### src/rtl/gc_pkg.sv
// Shared constants and types for the garbled-circuit gate sequencer.
package gc_pkg;

  localparam int WIRE_ID_W = 24;
  localparam int LABEL_W   = 128;

  localparam logic [1:0] AND_GATE = 2'd0;
  localparam logic [1:0] XOR_GATE = 2'd1;
  localparam logic [1:0] BUF_GATE = 2'd2;
  localparam logic [1:0] BAD_GATE = 2'd3;

  typedef enum logic [3:0] {
    S_IDLE,
    S_NEXT,
    S_F1,
    S_W1,
    S_F2,
    S_W2,
    S_EV,
    S_WEV,
    S_ST,
    S_WST
  } state_t;

endpackage

### src/rtl/gate_seq.sv
// Walks a gate list: fetches input labels, evaluates AND gates,
// and stores the output label of each gate.
module gate_seq
  import gc_pkg::*;
#(
  parameter int WIRE_ID_W = gc_pkg::WIRE_ID_W,
  parameter int LABEL_W   = gc_pkg::LABEL_W
) (
  input  logic                 clk,
  input  logic                 rst_n,
  input  logic                 start,
  input  logic [WIRE_ID_W-1:0] num_gates,
  output logic                 busy,
  output logic                 circuit_done,
  output logic                 err_gate,
  input  logic                 gd_valid,
  output logic                 gd_ready,
  input  logic [1:0]           gd_type,
  input  logic [WIRE_ID_W-1:0] gd_in1,
  input  logic [WIRE_ID_W-1:0] gd_in2,
  input  logic [WIRE_ID_W-1:0] gd_out,
  output logic [WIRE_ID_W-1:0] wire_id_read,
  output logic                 id_1_strobe,
  output logic                 id_2_strobe,
  output logic [1:0]           gate_type,
  input  logic                 lc_done,
  input  logic [LABEL_W-1:0]   lc_label,
  input  logic [1:0]           lc_ptr,
  output logic [WIRE_ID_W-1:0] wire_id_write,
  output logic                 store_strobe,
  output logic [LABEL_W-1:0]   label_store,
  output logic                 eval_req,
  output logic [LABEL_W-1:0]   eval_label,
  output logic [1:0]           eval_ptr,
  input  logic                 eval_done,
  input  logic [LABEL_W-1:0]   eval_result,
  output logic                 lc_rst
);

  state_t               r_state;
  logic [WIRE_ID_W-1:0] r_num;
  logic [WIRE_ID_W-1:0] r_cnt;
  logic [WIRE_ID_W-1:0] r_in2;
  logic [WIRE_ID_W-1:0] r_out;
  logic [LABEL_W-1:0]   r_lab1;
  logic [1:0]           r_rst_sync;

  logic [WIRE_ID_W-1:0] w_cnt_inc;
  logic                 w_is_and;
  logic                 w_is_xor;
  logic                 w_is_buf;

  assign w_cnt_inc = r_cnt + 1'b1;
  assign w_is_and  = (gate_type == AND_GATE);
  assign w_is_xor  = (gate_type == XOR_GATE);
  assign w_is_buf  = (gate_type == BUF_GATE);

  // Label controller reset: asserted at once, released two clocks later.
  always_ff @(posedge clk or negedge rst_n) begin
    if (!rst_n) begin
      r_rst_sync <= 2'b11;
    end else begin
      r_rst_sync <= {r_rst_sync[0], 1'b0};
    end
  end

  assign lc_rst = r_rst_sync[1];

  always_ff @(posedge clk or negedge rst_n) begin
    if (!rst_n) begin
      r_state       <= S_IDLE;
      r_num         <= '0;
      r_cnt         <= '0;
      r_in2         <= '0;
      r_out         <= '0;
      r_lab1        <= '0;
      busy          <= 1'b0;
      circuit_done  <= 1'b0;
      err_gate      <= 1'b0;
      gd_ready      <= 1'b0;
      wire_id_read  <= '0;
      id_1_strobe   <= 1'b0;
      id_2_strobe   <= 1'b0;
      gate_type     <= '0;
      wire_id_write <= '0;
      store_strobe  <= 1'b0;
      label_store   <= '0;
      eval_req      <= 1'b0;
      eval_label    <= '0;
      eval_ptr      <= '0;
    end else begin
      id_1_strobe  <= 1'b0;
      id_2_strobe  <= 1'b0;
      store_strobe <= 1'b0;
      eval_req     <= 1'b0;
      circuit_done <= 1'b0;
      unique case (r_state)
        S_IDLE: begin
          if (start) begin
            r_num    <= num_gates;
            r_cnt    <= '0;
            busy     <= 1'b1;
            gd_ready <= (num_gates != '0);
            r_state  <= S_NEXT;
          end
        end
        S_NEXT: begin
          if (r_cnt == r_num) begin
            circuit_done <= 1'b1;
            busy         <= 1'b0;
            gd_ready     <= 1'b0;
            r_state      <= S_IDLE;
          end else if (gd_valid && gd_ready) begin
            r_in2 <= gd_in2;
            r_out <= gd_out;
            if (gd_type == BAD_GATE) begin
              // Skip the gate but count it so the circuit still ends.
              err_gate <= 1'b1;
              r_cnt    <= w_cnt_inc;
              gd_ready <= (w_cnt_inc != r_num);
            end else begin
              gd_ready     <= 1'b0;
              gate_type    <= gd_type;
              wire_id_read <= gd_in1;
              id_1_strobe  <= 1'b1;
              r_state      <= S_F1;
            end
          end else begin
            gd_ready <= 1'b1;
          end
        end
        S_F1: begin
          r_state <= S_W1;
        end
        S_W1: begin
          if (lc_done) begin
            r_lab1 <= lc_label;
            unique case (1'b1)
              w_is_buf: begin
                label_store   <= lc_label;
                wire_id_write <= r_out;
                store_strobe  <= 1'b1;
                r_state       <= S_ST;
              end
              default: begin
                wire_id_read <= r_in2;
                id_2_strobe  <= 1'b1;
                r_state      <= S_F2;
              end
            endcase
          end
        end
        S_F2: begin
          r_state <= S_W2;
        end
        S_W2: begin
          if (lc_done) begin
            unique case (1'b1)
              w_is_xor: begin
                label_store   <= r_lab1 ^ lc_label;
                wire_id_write <= r_out;
                store_strobe  <= 1'b1;
                r_state       <= S_ST;
              end
              w_is_and: begin
                eval_label <= lc_label;
                eval_ptr   <= lc_ptr;
                eval_req   <= 1'b1;
                r_state    <= S_EV;
              end
              default: begin
                r_state <= S_IDLE;
              end
            endcase
          end
        end
        S_EV: begin
          r_state <= S_WEV;
        end
        S_WEV: begin
          if (eval_done) begin
            label_store   <= eval_result;
            wire_id_write <= r_out;
            store_strobe  <= 1'b1;
            r_state       <= S_ST;
          end
        end
        S_ST: begin
          r_state <= S_WST;
        end
        S_WST: begin
          if (lc_done) begin
            r_cnt    <= w_cnt_inc;
            gd_ready <= (w_cnt_inc != r_num);
            r_state  <= S_NEXT;
          end
        end
        default: begin
          r_state <= S_IDLE;
        end
      endcase
    end
  end

endmodule

### config.mk
export PLATFORM = sky130hd
export DESIGN_NAME = gate_seq
export DESIGN_NICKNAME = d
export VERILOG_FILES = /design/src/rtl/gc_pkg.sv /design/src/rtl/gate_seq.sv
export SDC_FILE = /design/constraint.sdc
export NUM_CORES = 1
export LEC_CHECK = 0
export ABC_CLOCK_PERIOD_IN_PS = 4350
export CORE_AREA = 5 5 264 266
export CTS_CLUSTER_SIZE = 12
export DETAILED_ROUTE_END_ITERATION = 6
export DIE_AREA = 0 0 269 271
export PLACE_DENSITY = 0.76
export SKIP_CTS_REPAIR_TIMING = 1
export SLEW_MARGIN = 10
export SYNTH_ARGS = -nofsm -noshare
export SYNTH_HDL_FRONTEND = slang
export SYNTH_SLANG_ARGS = --single-unit
### constraint.sdc
create_clock -name clk -period 4.35 [get_ports clk]
set_input_delay 0.87 -clock clk [delete_from_list [all_inputs] [get_ports clk]]
set_output_delay 0.87 -clock clk [all_outputs]
set_load 0.01 [all_outputs]
==> flow_summary.yaml, run 1 <==
layout:
  multi_input_comb_area_sq_mm: 0.01073
  fillers: 5964
  final_net_count: 3599
  seq_area_sq_mm: 0.01367
  syn2layout_area_growth_pct: 38.22
  final_cell_mix: "clkdlybuf4s50_1 (677), nand2_1 (641), dfrtp_1 (543)"
  final_layout_size_suffix_gt1_share_pct: 9.066
  mostFrequentLayoutCell: "clkdlybuf4s50_1"
  fin_cells: 4154
  final_area_sq_mm: 0.03468
placed_design:
  dp.cells: 4049
  place_hpwl_um: 57940
  postPlaceCellArea_sq_mm: 0.03282
  io_buffers: 678
  pre_cts_ws_ps: 959.5
  place_congestion: 0.9140
die:
  initial_core_util_pct: 37.56
  die_h_um: 271
  core_area_sq_mm: 0.06680
  ioPinCount: 679
  die_area_sq_mm: 0.07290
  rows: 95
  die_x_um: 269
drt:
  vias: 22066
  wl_per_cell_um: 20.27
  via_per_inst: 5.312
  postRouteAntennaNets: 0
  drt_iter0_drc: 1652
  firstDrtPassIters: 6
  route.detailed.drc: 0
  wl_um: 84210
synth:
  ys_warn_count: 0
  synth_top_family_by_area: "simple AND/OR/NAND/NOR gates"
  ys_ff_latch: 546
  synth-edff-count: 0
  ys_seq_area_share_pct: 54.47
  synth-simple-area-share_pct: 20.51
  avgSynthCellArea_sq_um: 9.529
  synthAdderAreaFrac_pct: 0.04987
  netlist_instances: 2633
  synthArstFlopShare_pct: 100.0
  synth.distinct_cells: 58
  syn_nets: 2996
  yosys.area_share.xor_xnor_pct: 1.710
  synth-compound-area-share_pct: 12.30
  synthMuxAreaShare_pct: 7.944
  synth_ff_type: "dfrtp_1"
  syn_area_sq_mm: 0.02509
timing:
  post-route-period-util_pct: 77.98
  slew_violations: 0
  worst_slack_ps: 958.1
  fmax_ghz: 0.2948
  skew_ps: 14.92
  setup_viol: 0
  rsz0062_at_grt: "false"
  final.setup.tns_ps: 0
  worst_slew_pin_slew_ps: 963.5
  hold_viol_final: 0
  fin_crit_ps: 3392
  slew_headroom_pct: 35.76
status:
  outcome: "complete, no violations"
hold_path:
  hold_path.class: "in2async"
setup_path:
  cp_max_fo: 28
  crit_type: "reg2reg"
  cp_slowest_stage_delay_ps: 590
  startpoint_type: "register"
  cp.arrival_ps: 3930
  reg2reg_depth: 8
  critPathCaptureType: "register"
  crit_top_cell: "nand2_1"
  path_cells: "xor2_1 -> or4_1 -> or4_4 -> o21ai_0 -> or2_2 -> buf_12 -> nand2_1 -> nand2_1"
  required_ps: 4890
  critical-path-slowest-cell: "o21ai_0"
grt:
  grt_max_degree: 131
  antenna_found_initial: 8
  grt_pass1_wl_um: 129700
  grt.overflow.total: 0
  grt_pass1_vias: 22127
  track_usage_pct: 22.15
clock_tree:
  clock_latency_ps: 600
  htreeDepth: 2
  cts_tree: "built"
  clock_path_buffers: 3
  cts_buffers: 58
  clk_pin_slew_worst_paths_ps: 60
  cts_root_buffer: "clkbuf_16"
  cts.sinks: 546
run:
  cap_violations: 0
pwr:
  peakVddDrop_mv: 0.3557
  p_leak_nw: 14.84
  powerDensity_mw_per_mm2: 676.2
area by class of cell:
class,count,share of cell area [%]
tap,873,3.150
multi-input combinational,1898,30.93
sequential,546,39.41
clock buffer,84,4.759
timing repair buffer,721,21.02
clock inverter,16,0.5664
antenna,5,0.03608
inverter,11,0.1263
metrics by stage:
step	hold slack (ps)	power [mW]	utilization (%)
6_report	334.2	23.45	51.92
2_1_floorplan	345.2	13.66	-
5_1_grt	363.4	24.93	51.92
3_5_place_dp	348.7	18.58	49.13
4_1_cts	349.1	23.63	51.90
3_3_place_gp	345.8	18.32	49.13
power by group:
| group | leakage, nW | total [mW] | switching [mW] | internal (mW) |
|---|---|---|---|---|
| clock | 0.902 | 4.92 | 2.07 | 2.85 |
| sequential | 6.71 | 8.92 | 1.56 | 7.36 |
| combinational | 7.24 | 9.61 | 4.71 | 4.90 |
| total | 14.8 | 23.5 | 8.34 | 15.1 |
flip-flops by register name, summed over array words and instances, names as in the netlist, 2 cells and up:
signal,cells
r_in2,24
r_out,24
r_num,24
eval_ptr,2
r_cnt,24
wire_id_write,24
eval_label,128
gate_type,2
r_state,4
wire_id_read,24
label_store,128
r_rst_sync,2
r_lab1,128
kinds of logic after synthesis:
kind of cell / count (synthesis)
other: 1
buffers and inverters: 189
and+or+nand+nor: 1175
AOI/OAI and AO/OA: 492
adders and majority gates: 1
xor gates and xnor gates: 49
muxes: 180
DFF: 546
synthesized netlist by cell type (all sizes together), types with 8 or more instances:
cell type / count / share of area (%)
nand2: 643 / 9.6
dfrtp: 544 / 54
nor2: 183 / 2.7
a21oi: 171 / 3.4
clkbuf: 158 / 2.4
mux2: 153 / 6.9
o21ai: 147 / 3.0
nand3: 137 / 2.7
nand2b: 131 / 3.3
o221ai: 129 / 4.5
mux2i: 27 / 1.1
xor2: 27 / 0.94
xnor2: 22 / 0.77
buf: 20 / 0.47
o211ai: 15 / 0.45
nand4: 13 / 0.32
nor4: 11 / 0.27
inv: 10 / 0.15
o31ai: 9 / 0.27
nor3: 8 / 0.16
or4: 8 / 0.25
final timing paths:
check / startpoint / end / slack (ps)
setup reg to reg: r_cnt[14] / r_in2[13] / 960
max in group asynchronous: rst_n / eval_label[113] / 2910
setup / recovery: r_cnt[14] / r_in2[13] / 960
hold reg to reg: r_rst_sync[0] / r_rst_sync[1] / 360
min in group clk: r_rst_sync[0] / r_rst_sync[1] / 360
hold / removal: rst_n / r_num[18] / 330
layer usage:
metal	share of wire, %	vias to the layer above	GRT usage, %
li1	-	10287	-
met1	41	10785	28.84
met2	48	821	36.26
met3	7.9	169	5.325
met4	3.6	4	7.657
met5	0.027	-	0
critical path: cells and delay by family (launching register included):
family / cells / cell delay (ps)
and+or+nand+nor: 5 / 1820
AOI/OAI and AO/OA: 1 / 590
DFF: 1 / 450
buffers and inverters: 1 / 260
xor gates and xnor gates: 1 / 190
No activity file was read; power rests on OpenSTA's default activity.
==> run 2, diff against run 1 <==
- ABC_CLOCK_PERIOD_IN_PS: 4350 -> 3500
- clock period: 4.35 -> 3.5 ns (I/O delays scaled with it)
==> flow_summary.yaml, run 2 (same netlist as run 1, synthesis figures left out) <==
status:
  outcome: "complete, no violations"
grt:
  track_usage_pct: 22.12
  grt_util_met3_pct: 5.316
  grt_pass1_vias: 21929
  grt_pass1_wl_um: 129200
  grt.overflow.total: 0
  grt_util_met1_pct: 28.36
  grtUsageMet2_pct: 36.77
  grt_max_degree: 149
  antenna_found_initial: 11
  grt_busiest_layer: "met2"
setup_path:
  cp_slowest_stage_delay_ps: 590
  critPathLaunch: "r_cnt[14]"
  r2r-start: "r_cnt[14]"
  startpoint_type: "register"
  critPathCaptureType: "register"
  cp_max_fo: 26
  path_cells: "xor2_1 -> or4_1 -> or4_4 -> o21a_1 -> o21ai_4 -> o21ai_0 -> a21oi_1"
  required_ps: 4030
  rrSetupSlack_ps: 360
  crit_buf_inv: 0
  crit_type: "reg2reg"
  cp.arrival_ps: 3660
  cp_top_family: "compound AO/OA/AOI/OAI gates"
  critical-path-slowest-cell: "o21ai_4"
drt:
  wl_um: 83910
  postRouteAntennaNets: 0
  wl_per_cell_um: 20.21
  route.detailed.drc: 0
  vias: 22014
  via_per_inst: 5.302
  firstDrtPassIters: 5
  drt_iter0_drc: 1797
timing:
  slew_headroom_pct: 37.41
  final.setup.tns_ps: 0
  fmax_ghz: 0.3189
  post-route-period-util_pct: 89.61
  setup_viol: 0
  hold_slack_ps: 36.33
  skew_ps: 15.46
  fin_crit_ps: 3136
  worst_slew_pin_slew_ps: 938.9
  hold_viol_final: 0
  slew_violations: 0
  rsz0062_at_grt: "false"
clock_tree:
  cts.sinks: 546
  clk_pin_slew_worst_paths_ps: 70
  cts_tree: "built"
  clock_latency_ps: 610
  cts_root_buffer: "clkbuf_16"
  cts_buffers: 60
  clock_path_buffers: 3
  htreeDepth: 2
layout:
  fin_cells: 4152
  reg.largest.list: "eval_label: 128 flops, label_store: 128 flops, r_lab1: 128 flops"
  syn2layout_area_growth_pct: 38.16
  final_layout_size_suffix_gt1_share_pct: 8.805
  final_net_count: 3595
  fillers: 6060
  final_cell_mix: "clkdlybuf4s50_1 (677), nand2_1 (641), dfrtp_1 (543)"
  mostFrequentLayoutCell: "clkdlybuf4s50_1"
hold_path:
  hold_path.class: "in2async"
die:
  die_h_um: 271
  die_x_um: 269
  die_area_sq_mm: 0.07290
  ioPinCount: 679
  rows: 95
  initial_core_util_pct: 37.56
  core_area_sq_mm: 0.06680
placed_design:
  dp.cells: 4043
  place_congestion: 0.8894
  place_hpwl_um: 57350
  io_buffers: 678
run:
  cap_violations: 0
pwr:
  powerDensity_mw_per_mm2: 839.2
  peakVddDrop_mv: 0.6134
  p_leak_nw: 14.82
## run 2: cell count changes in the layout (fill, tap and decap cells not counted), sizes merged
cell	before	now
inv	14	12
clkinvlp	2	0
clkbuf	84	92
buf	44	38
bufinv	4	1
diode	5	8
## run 2: layer usage
metal	vias up	routed length, um
met2	771	40380
met5	-	13
met1	10780	34200
met3	162	6469
met4	2	2846
li1	10299	-
## run 2: layout make-up
class                           instances  area [sq um]  area share [%]
Multi-Input combinational cell       1898         10730           30.94
Antenna cell                            8         20.02         0.05775
Clock buffer                           92          1754           5.060
Inverter                               11         43.79          0.1263
Clock inverter                          9         88.84          0.2563
Sequential cell                       546         13670           39.43
Timing Repair Buffer                  715          7269           20.97
Tap cell                              873          1092           3.151
## run 2: final timing paths
path                             endpoint  cells after the start
max in group asynchronous  eval_label[16]                      2
min                              r_num[5]                      1
min reg2reg                 r_rst_sync[1]                      0
max                             r_cnt[16]                      7
min in group clk            r_rst_sync[1]                      0
max reg2reg                     r_cnt[16]                      7
## run 2: power by group
part	leakage [nW]	switching, mW	internal [mW]
logic	7.22	5.97	6.11
registers	6.71	1.81	9.15
clock network	0.903	2.57	3.49
total	14.8	10.3	18.7
## run 2: metrics by stage
stage,cell area [sq um],utilization [%],total power [mW],setup WS [ps]
detailed placement,32800,49.10,23.09,403.2
global route,34660,51.89,30.94,216.1
CTS,34640,51.86,29.31,393.4
floorplan,25090,-,16.97,888.8
global placement,32800,49.10,22.75,458.7
finish,34660,51.89,29.09,363.8
